[config.mk]
export PLATFORM = sky130hd
export DESIGN_NAME = plab5_mcore_mem_tdm_arbiter
export DESIGN_NICKNAME = d
export VERILOG_FILES = /design/src/rtl/plab5_mcore_mem_tdm_arbiter.sv
export SDC_FILE = /design/constraint.sdc
export NUM_CORES = 1
export LEC_CHECK = 0
export CAP_MARGIN = 20
export CORE_AREA = 2 2 151 153
export CTS_BUF_LIST = sky130_fd_sc_hd__clkbuf_8
export CTS_CLUSTER_SIZE = 25
export DETAILED_ROUTE_END_ITERATION = 10
export DIE_AREA = 0 0 153 155
export GPL_ROUTABILITY_DRIVEN = 0
export GPL_TIMING_DRIVEN = 0
export PLACE_DENSITY = 0.67
export RECOVER_POWER = 100
export SLEW_MARGIN = 5
export SYNTH_ARGS = -nofsm -noshare
export SYNTH_HDL_FRONTEND = slang
export SYNTH_SLANG_ARGS = --single-unit
[constraint.sdc]
create_clock -name clk -period 2.6 [get_ports clk]
set_input_delay 0.26 -clock clk [delete_from_list [all_inputs] [get_ports clk]]
set_output_delay 0.26 -clock clk [all_outputs]
set_load 0.01 [all_outputs]
[src/rtl/plab5_mcore_mem_tdm_arbiter.sv]
// plab5_mcore_mem_tdm_arbiter
//   Time-division-multiplexed arbiter that gives two L1 refill ports shared
//   access to one main-memory port. Time is cut into fixed slots that
//   alternate between security domain 0 and domain 1. Only a requester tagged
//   with the current slot's domain can be granted, and only while enough of
//   the slot remains for a full round trip. This keeps one domain's traffic
//   from changing when the other domain is served. One transaction is in
//   flight at a time.
//
// Ports
//   clk, reset                 clock, asynchronous active-low reset
//   reqN_val/rdy/msg/domain    request from requester N (N = 0, 1)
//   req_val/rdy/msg/domain     request to memory
//   resp_val/rdy/msg/domain    response from memory
//   respN_val/rdy/msg          response to requester N
//   cur_domain                 domain that owns the current slot
//   slot_err                   sticky: a transaction ran past its slot end
module plab5_mcore_mem_tdm_arbiter #(
  parameter int unsigned p_req_nbits    = 77,
  parameter int unsigned p_resp_nbits   = 47,
  parameter int unsigned p_slot_cycles  = 16,
  parameter int unsigned p_guard_cycles = 6
) (
  input  logic                    clk,
  input  logic                    reset,

  input  logic                    req0_val,
  output logic                    req0_rdy,
  input  logic [p_req_nbits-1:0]  req0_msg,
  input  logic                    req0_domain,

  input  logic                    req1_val,
  output logic                    req1_rdy,
  input  logic [p_req_nbits-1:0]  req1_msg,
  input  logic                    req1_domain,

  output logic                    req_val,
  input  logic                    req_rdy,
  output logic [p_req_nbits-1:0]  req_msg,
  output logic                    req_domain,

  input  logic                    resp_val,
  output logic                    resp_rdy,
  input  logic [p_resp_nbits-1:0] resp_msg,
  input  logic                    resp_domain,

  output logic                    resp0_val,
  input  logic                    resp0_rdy,
  output logic [p_resp_nbits-1:0] resp0_msg,

  output logic                    resp1_val,
  input  logic                    resp1_rdy,
  output logic [p_resp_nbits-1:0] resp1_msg,

  output logic                    cur_domain,
  output logic                    slot_err
);

  localparam int unsigned CntW = (p_slot_cycles > 1) ? $clog2(p_slot_cycles) : 1;
  localparam logic [CntW-1:0] LastCnt      = CntW'(p_slot_cycles - 1);
  // Last slot_cnt value at which remaining >= p_guard_cycles still holds.
  localparam logic [CntW-1:0] LastGrantCnt = CntW'(p_slot_cycles - 1 - p_guard_cycles);

  typedef enum logic [1:0] {
    ST_IDLE,
    ST_REQ,
    ST_WAIT,
    ST_RESP
  } state_e;

  state_e                  state_q,      state_d;
  logic [CntW-1:0]         slot_cnt_q,   slot_cnt_d;
  logic                    cur_domain_q, cur_domain_d;
  logic                    rr_ptr_q,     rr_ptr_d;
  logic                    owner_q,      owner_d;
  logic                    slot_err_q,   slot_err_d;
  logic [p_req_nbits-1:0]  req_buf_q,    req_buf_d;
  logic [p_resp_nbits-1:0] resp_buf_q,   resp_buf_d;

  logic grant_window;
  logic elig0;
  logic elig1;
  logic grant0;
  logic grant1;

  // Eligibility and grant selection. The reset term keeps the request
  // ready outputs low while reset is held, since they are combinational.
  always_comb begin
    grant_window = (state_q == ST_IDLE) && (slot_cnt_q <= LastGrantCnt) && reset;
    elig0        = grant_window && req0_val && (req0_domain == cur_domain_q);
    elig1        = grant_window && req1_val && (req1_domain == cur_domain_q);
    // rr_ptr names the last winner; on a tie the other requester goes.
    grant0       = elig0 && (!elig1 || rr_ptr_q);
    grant1       = elig1 && !grant0;
  end

  always_comb begin
    req0_rdy   = grant0;
    req1_rdy   = grant1;
    req_val    = (state_q == ST_REQ);
    req_msg    = req_buf_q;
    req_domain = (state_q == ST_REQ) && cur_domain_q;
    resp_rdy   = (state_q == ST_WAIT) && (resp_domain == cur_domain_q);
    resp0_val  = (state_q == ST_RESP) && !owner_q;
    resp1_val  = (state_q == ST_RESP) && owner_q;
    resp0_msg  = resp_buf_q;
    resp1_msg  = resp_buf_q;
    cur_domain = cur_domain_q;
    slot_err   = slot_err_q;
  end

  always_comb begin
    state_d      = state_q;
    slot_cnt_d   = slot_cnt_q;
    cur_domain_d = cur_domain_q;
    rr_ptr_d     = rr_ptr_q;
    owner_d      = owner_q;
    slot_err_d   = slot_err_q;
    req_buf_d    = req_buf_q;
    resp_buf_d   = resp_buf_q;

    unique case (state_q)
      ST_IDLE: begin
        if (grant0 || grant1) begin
          state_d   = ST_REQ;
          owner_d   = grant1;
          rr_ptr_d  = grant1;
          req_buf_d = grant1 ? req1_msg : req0_msg;
        end
      end
      ST_REQ: begin
        if (req_rdy) state_d = ST_WAIT;
      end
      ST_WAIT: begin
        if (resp_val && resp_rdy) begin
          resp_buf_d = resp_msg;
          state_d    = ST_RESP;
        end
      end
      ST_RESP: begin
        if (owner_q ? resp1_rdy : resp0_rdy) state_d = ST_IDLE;
      end
      default: state_d = ST_IDLE;
    endcase

    // At the slot end the counter parks until the FSM is idle; the domain
    // switch happens on that first idle cycle, so an overrun only delays it.
    if (slot_cnt_q == LastCnt) begin
      if (state_q == ST_IDLE) begin
        slot_cnt_d   = '0;
        cur_domain_d = !cur_domain_q;
      end else begin
        slot_err_d   = 1'b1;
      end
    end else begin
      slot_cnt_d = slot_cnt_q + CntW'(1);
    end
  end

  always_ff @(posedge clk or negedge reset) begin
    if (!reset) begin
      state_q      <= ST_IDLE;
      slot_cnt_q   <= '0;
      cur_domain_q <= 1'b0;
      rr_ptr_q     <= 1'b1;
      owner_q      <= 1'b0;
      slot_err_q   <= 1'b0;
      req_buf_q    <= '0;
      resp_buf_q   <= '0;
    end else begin
      state_q      <= state_d;
      slot_cnt_q   <= slot_cnt_d;
      cur_domain_q <= cur_domain_d;
      rr_ptr_q     <= rr_ptr_d;
      owner_q      <= owner_d;
      slot_err_q   <= slot_err_d;
      req_buf_q    <= req_buf_d;
      resp_buf_q   <= resp_buf_d;
    end
  end

endmodule

---- After elaboration in Yosys (flattened, before gate mapping) ----
Cells that the tools add are included.
cells by class
  add/subtract/negate cells ............... 1
  reductions and logical operators ........ 25
  $lt $le $gt $ge ......................... 1
  multiplexer cells ....................... 9
  equality and inequality tests ........... 12
  bitwise gates (word level) .............. 1
operators by type and width
  operator                                                                 count
  77-bit two-way mux                                                       1
  1-bit logical AND                                                        13
  2-bit two-way mux                                                        4
  4-bit two-way mux                                                        2
  2-bit by 1-bit inequality test with 1-bit output, second input constant  4
  2-bit one-hot mux with 4 select lines                                    1
  2-bit AND reduction                                                      4
  4-bit by 1-bit adder with 4-bit output, second input constant            1
  2-bit equality test, second input constant                               2
  4-bit equality test, second input constant                               1
  4-bit less-or-equal comparator, second input constant                    1
  1-bit logical NOT                                                        4
  4-bit AND reduction                                                      1
  1-bit equality test                                                      3
  2-bit by 1-bit equality test with 1-bit output, second input constant    1
  2-bit logical NOT                                                        1
  1-bit logical OR                                                         2
  2-bit inequality test, second input constant                             1
  1-bit two-way mux                                                        1
  1-bit NOT                                                                1
word-level totals
  register bits after elaboration ......... 134
  input port bits ......................... 212

---- Depth between registers and ports, before layout ----
  word-level depth ........................ 13
  depth in mapped cells ................... 9

---- Worst setup path after synthesis ----
No wires, ideal clock.
  path kind ............................... register to register
  start ................................... register slot_cnt_q[0]
  end ..................................... register req_buf_q[45] (netlist: req_msg[45])
  cell stages (with the launch flop) ...... 9
  setup time .............................. 0.141 ns
  required time ........................... 2.459 ns
  slack ................................... 0.679 ns
  period minus slack after synthesis ...... 1.921 ns
  path buffers ............................ 2
  arrival ................................. 1.780 ns
  cell sequence ........................... dfrtp_1 inv_1 ha_1 or3b_1 and4_1 clkbuf_1 buf_1 a21oi_1 a31oi_1
on the way
  longest elaborated chain between the ends .. 12
RTL lines
  element                              line  text
  start: declaration                   72    logic [CntW-1:0] slot_cnt_q, slot_cnt_d;
  start signal: assignment             172   slot_cnt_q <= slot_cnt_d;
  4-bit less-or-equal comparator (*)   89    grant_window = (state_q == ST_IDLE) && (slot_cnt_q <= LastGrantCnt) && reset;
  1-bit logical AND (*) (2 in series)  89
  1-bit logical AND (2 in series)      91    elig1 = grant_window && req1_val && (req1_domain == cur_domain_q);
  1-bit logical NOT                    93    grant0 = elig0 && (!elig1 || rr_ptr_q);
  1-bit logical OR                     93
  1-bit logical AND                    93
  1-bit logical NOT                    94    grant1 = elig1 && !grant0;
  1-bit logical AND                    94
  1-bit logical OR                     124   if (grant0 || grant1) begin
  2-bit AND reduction (no line)        n/a
  end signal: assignment               177   req_buf_q <= req_buf_d;
  end: declaration                     77    logic [p_req_nbits-1:0] req_buf_q, req_buf_d;
Every way passes the cells marked *; elsewhere a longest branch is shown, timed or not.
A chain may end at the register's enable or synchronous reset.

---- Worst setup path in the final report ----
  start ................................... register cur_domain_q (netlist: cur_domain)
  end ..................................... output port req1_rdy
on the way
  longest elaborated chain between the ends .. 7
RTL lines
  element                   line  text
  start: declaration        73    logic cur_domain_q, cur_domain_d;
  start signal: assignment  173   cur_domain_q <= cur_domain_d;
  1-bit equality test       91
  1-bit logical AND         91
  1-bit logical NOT         93
  1-bit logical OR          93
  1-bit logical AND         93
  1-bit logical NOT         94
  1-bit logical AND (*)     94
  end: declaration          33    output logic req1_rdy,
Marked as above.

==> impl_metrics.json <==
{
  "num-nets-final": 1308,
  "max_freq_mhz": 404,
  "cp_slowest_stage_delay_ns": 0.43,
  "crit_start": "cur_domain",
  "vdd_ir_drop_max_mv": 0.385,
  "track_usage_pct": 21.7,
  "die_h_um": 155,
  "drc": 0,
  "wirelength_mm": 26.4,
  "viasPerCell": 5.00,
  "clockPowerShare_pct": 13.8,
  "critical_path_class": "flip-flop to output pin",
  "cp.buffers_inverters": 3,
  "die_w_um": 153,
  "power_frac_comb_pct": 55.0,
  "postPlaceCellArea_mm2": 0.0110,
  "worst_slack_ns": 0.126,
  "ant_nets": 0,
  "yosys-top-cells-area": "dfrtp_1 50%, mux2_2 8.4%, a31oi_1 7.3%",
  "antenna_found_initial": 0,
  "p_per_area_mw_per_mm2": 1100,
  "grt_max_degree": 72,
  "cts_buffer_depth": 2,
  "design.die.area_mm2": 0.0237,
  "grt_pass1_vias": 6993,
  "diodes": 0,
  "vias": 6920,
  "fin_crit_sh_pct": 95.1,
  "avgSynthCellArea_um2": 10.0,
  "seqPwrFrac_pct": 31.2,
  "grt.overflow.total": 0,
  "cts_tree": "yes",
  "drv_slew": 135,
  "slew_headroom_pct": -21.4,
  "synth.distinct_cells": 38,
  "cts_buffers": 17,
  "end_kind": "output pin",
  "hp-class": "input pin to asynchronous set/reset pin",
  "initial_utilization_pct": 30.0,
  "rsz0062_at_grt": "no",
  "synth_area_leader_cell": "dfrtp_1",
  "wl_per_cell_um": 19.1,
  "power_mw": 12.5,
  "dp_cells": 1343,
  "grt_first_pass_wirelength_mm": 39.9,
  "dp_hpwl_mm": 20.1,
  "required_ns": 2.34,
  "core_area_mm2": 0.0222,
  "p_sw_mw": 4.80,
  "insertion_delay_ns": 0.44,
  "layoutNonFillerInstCount": 1384,
  "io_buffers": 391,
  "path_clk_slew_ns": 0.08,
  "power_leakage_nw": 4.60,
  "fin_crit_ns": 2.47,
  "fp-row-count": 55,
  "async_flop_share_pct": 100,
  "synthTopCellsByCount": "133 x dfrtp_1, 79 x a21oi_1, 79 x nand3_1, 78 x a31oi_1, 60 x o21ai_0",
  "io_pins": 392,
  "ys_ff_latch": 134,
  "cp_max_fo": 10,
  "finalSetupViolCount": 0,
  "path_cells": "buf_4 > xnor2_2 > a311o_2 > buf_2 > nor2_2 > clkdlybuf4s15_2",
  "synthFlopType": "dfrtp_1",
  "holdWs_ns": 0.374,
  "syn_nets": 886,
  "maxCapViolCount": 2,
  "drtIter0Drc": 331,
  "hold_viol_final": 0,
  "cts-htree-levels": 4,
  "ys_seq_area_share_pct": 50.3,
  "synthCells": 666,
  "violations": "capacitance limit, slew limit",
  "intPower_mw": 7.71,
  "worst_slew_pin_slew_ns": 1.82,
  "syn_area_mm2": 0.00666,
  "r2r-start": "cur_domain",
  "final_core_util_pct": 51.3,
  "dr.pass1.iters": 4,
  "critPathTopFamily": "buffers and inverters",
  "cts_sinks": 134,
  "area_growth_pct": 71.3,
  "cp-start-kind": "flip-flop",
  "synth_top_area_share_pct": 49.9,
  "place_ws_ns": -0.576,
  "design_area_mm2": 0.0114,
  "crit_path_top_delay_cell": "a311o_2",
  "clock-root-buffer": "clkbuf_8",
  "synth_edf_count": 0,
  "cp_data_arrival_time_ns": 2.21,
  "fin_tns_setup_ns": 0,
  "finClkSkew_ns": 0.0132,
  "swShare_pct": 38.4,
  "drive_gt1_share_pct": 15.7,
  "status": "finished, violations left",
  "yosys_warnings": 0,
  "yosysMostFrequentCell": "dfrtp_1"
}
-- registers in the layout (all words and copies together), names as in the netlist --
name / flops
cur_domain: 1
owner_q: 1
slot_cnt_q: 4
rr_ptr_q: 1
state_q: 2
slot_err: 1
req_msg: 77
resp0_msg: 47
-- power groups by stage --
stage | clock network, mW | logic [mW] | registers [mW]
4_1_cts | 1.78 | 7.51 | 3.96
3_3_place_gp | 0 | 7.35 | 3.95
3_5_place_dp | 0 | 7.40 | 4.00
6_report | 1.73 | 6.88 | 3.90
5_1_grt | 1.87 | 7.46 | 4.07
2_1_floorplan | 0 | 2.90 | 4.30
-- cells by family (layout without fill, tap and decap cells) --
family	after synthesis	in the layout	share of synthesized area, %
compound gates	247	247	20.6
xor+xnor	5	5	0.770
fa+ha+maj	8	8	1.50
buf+inv	120	553	10.5
flops	134	134	50.3
mux	51	51	8.60
simple gates	101	101	7.68
-- what timing repair did --
item,in CTS,in global routing
gates resized for setup,9,5
hold buffers,2,0
pin swaps,1,0
endpoints found under the setup margin,3,44
hold endpoints to repair,62,0
buffers inserted,8,1
-- cell usage in the layout (no fill, tap or decap), types with 2 or more instances in the layout --
cell | netlist | final
o21ai_0 | 60 | 60
clkinv_4 | 0 | 2
nand2_1 | 4 | 4
xnor2_1 | 3 | 3
clkbuf_1 | 29 | 34
bufinv_16 | 0 | 2
dlygate4sd3_1 | 0 | 179
buf_6 | 4 | 7
clkbuf_8 | 0 | 18
nand3_1 | 79 | 79
a31oi_1 | 78 | 78
and2_0 | 0 | 2
buf_4 | 51 | 57
a21o_1 | 2 | 2
clkdlybuf4s50_1 | 0 | 210
clkinvlp_4 | 0 | 4
nor2_1 | 6 | 5
dfrtp_1 | 133 | 133
o21ai_1 | 20 | 20
and2_1 | 4 | 2
a22o_1 | 2 | 2
a21oi_1 | 79 | 79
mux2_2 | 50 | 50
ha_1 | 8 | 8
buf_1 | 7 | 5
nand4_1 | 2 | 2
clkbuf_2 | 1 | 11
inv_1 | 8 | 8
buf_2 | 20 | 9
clkinv_2 | 0 | 3
-- final cells by class --
cell class,count,area (um2)
multi-input cells,412,2620
well taps,285,357
plain buffers,112,676
clock inverters,12,131
inverters,8,30.0
fillers,2099,10800
flip-flops and latches,134,3350
clock buffers,18,248
repair buffers,403,4000
-- metal layers --
metal | vias up | GRT usage [%] | part of all wire, %
li1 | 3250 | - | -
met3 | 28 | 7.58 | 8.4
met4 | 0 | 6.48 | 2.1
met5 | - | 0 | 0
met2 | 298 | 39.2 | 52
met1 | 3344 | 24.2 | 38
-- final timing paths --
check | to | slack (ns) | cells after the start
min reg2reg | slot_err | 0.46 | 1
min in group clk | req_msg[60] | 0.39 | 3
max | req1_rdy | 0.13 | 6
max reg2reg | req_msg[10] | 0.23 | 8
min | rr_ptr_q | 0.37 | 2
max in group asynchronous | req_msg[40] | 0.46 | 3
(Power assumes the default switching activity.)
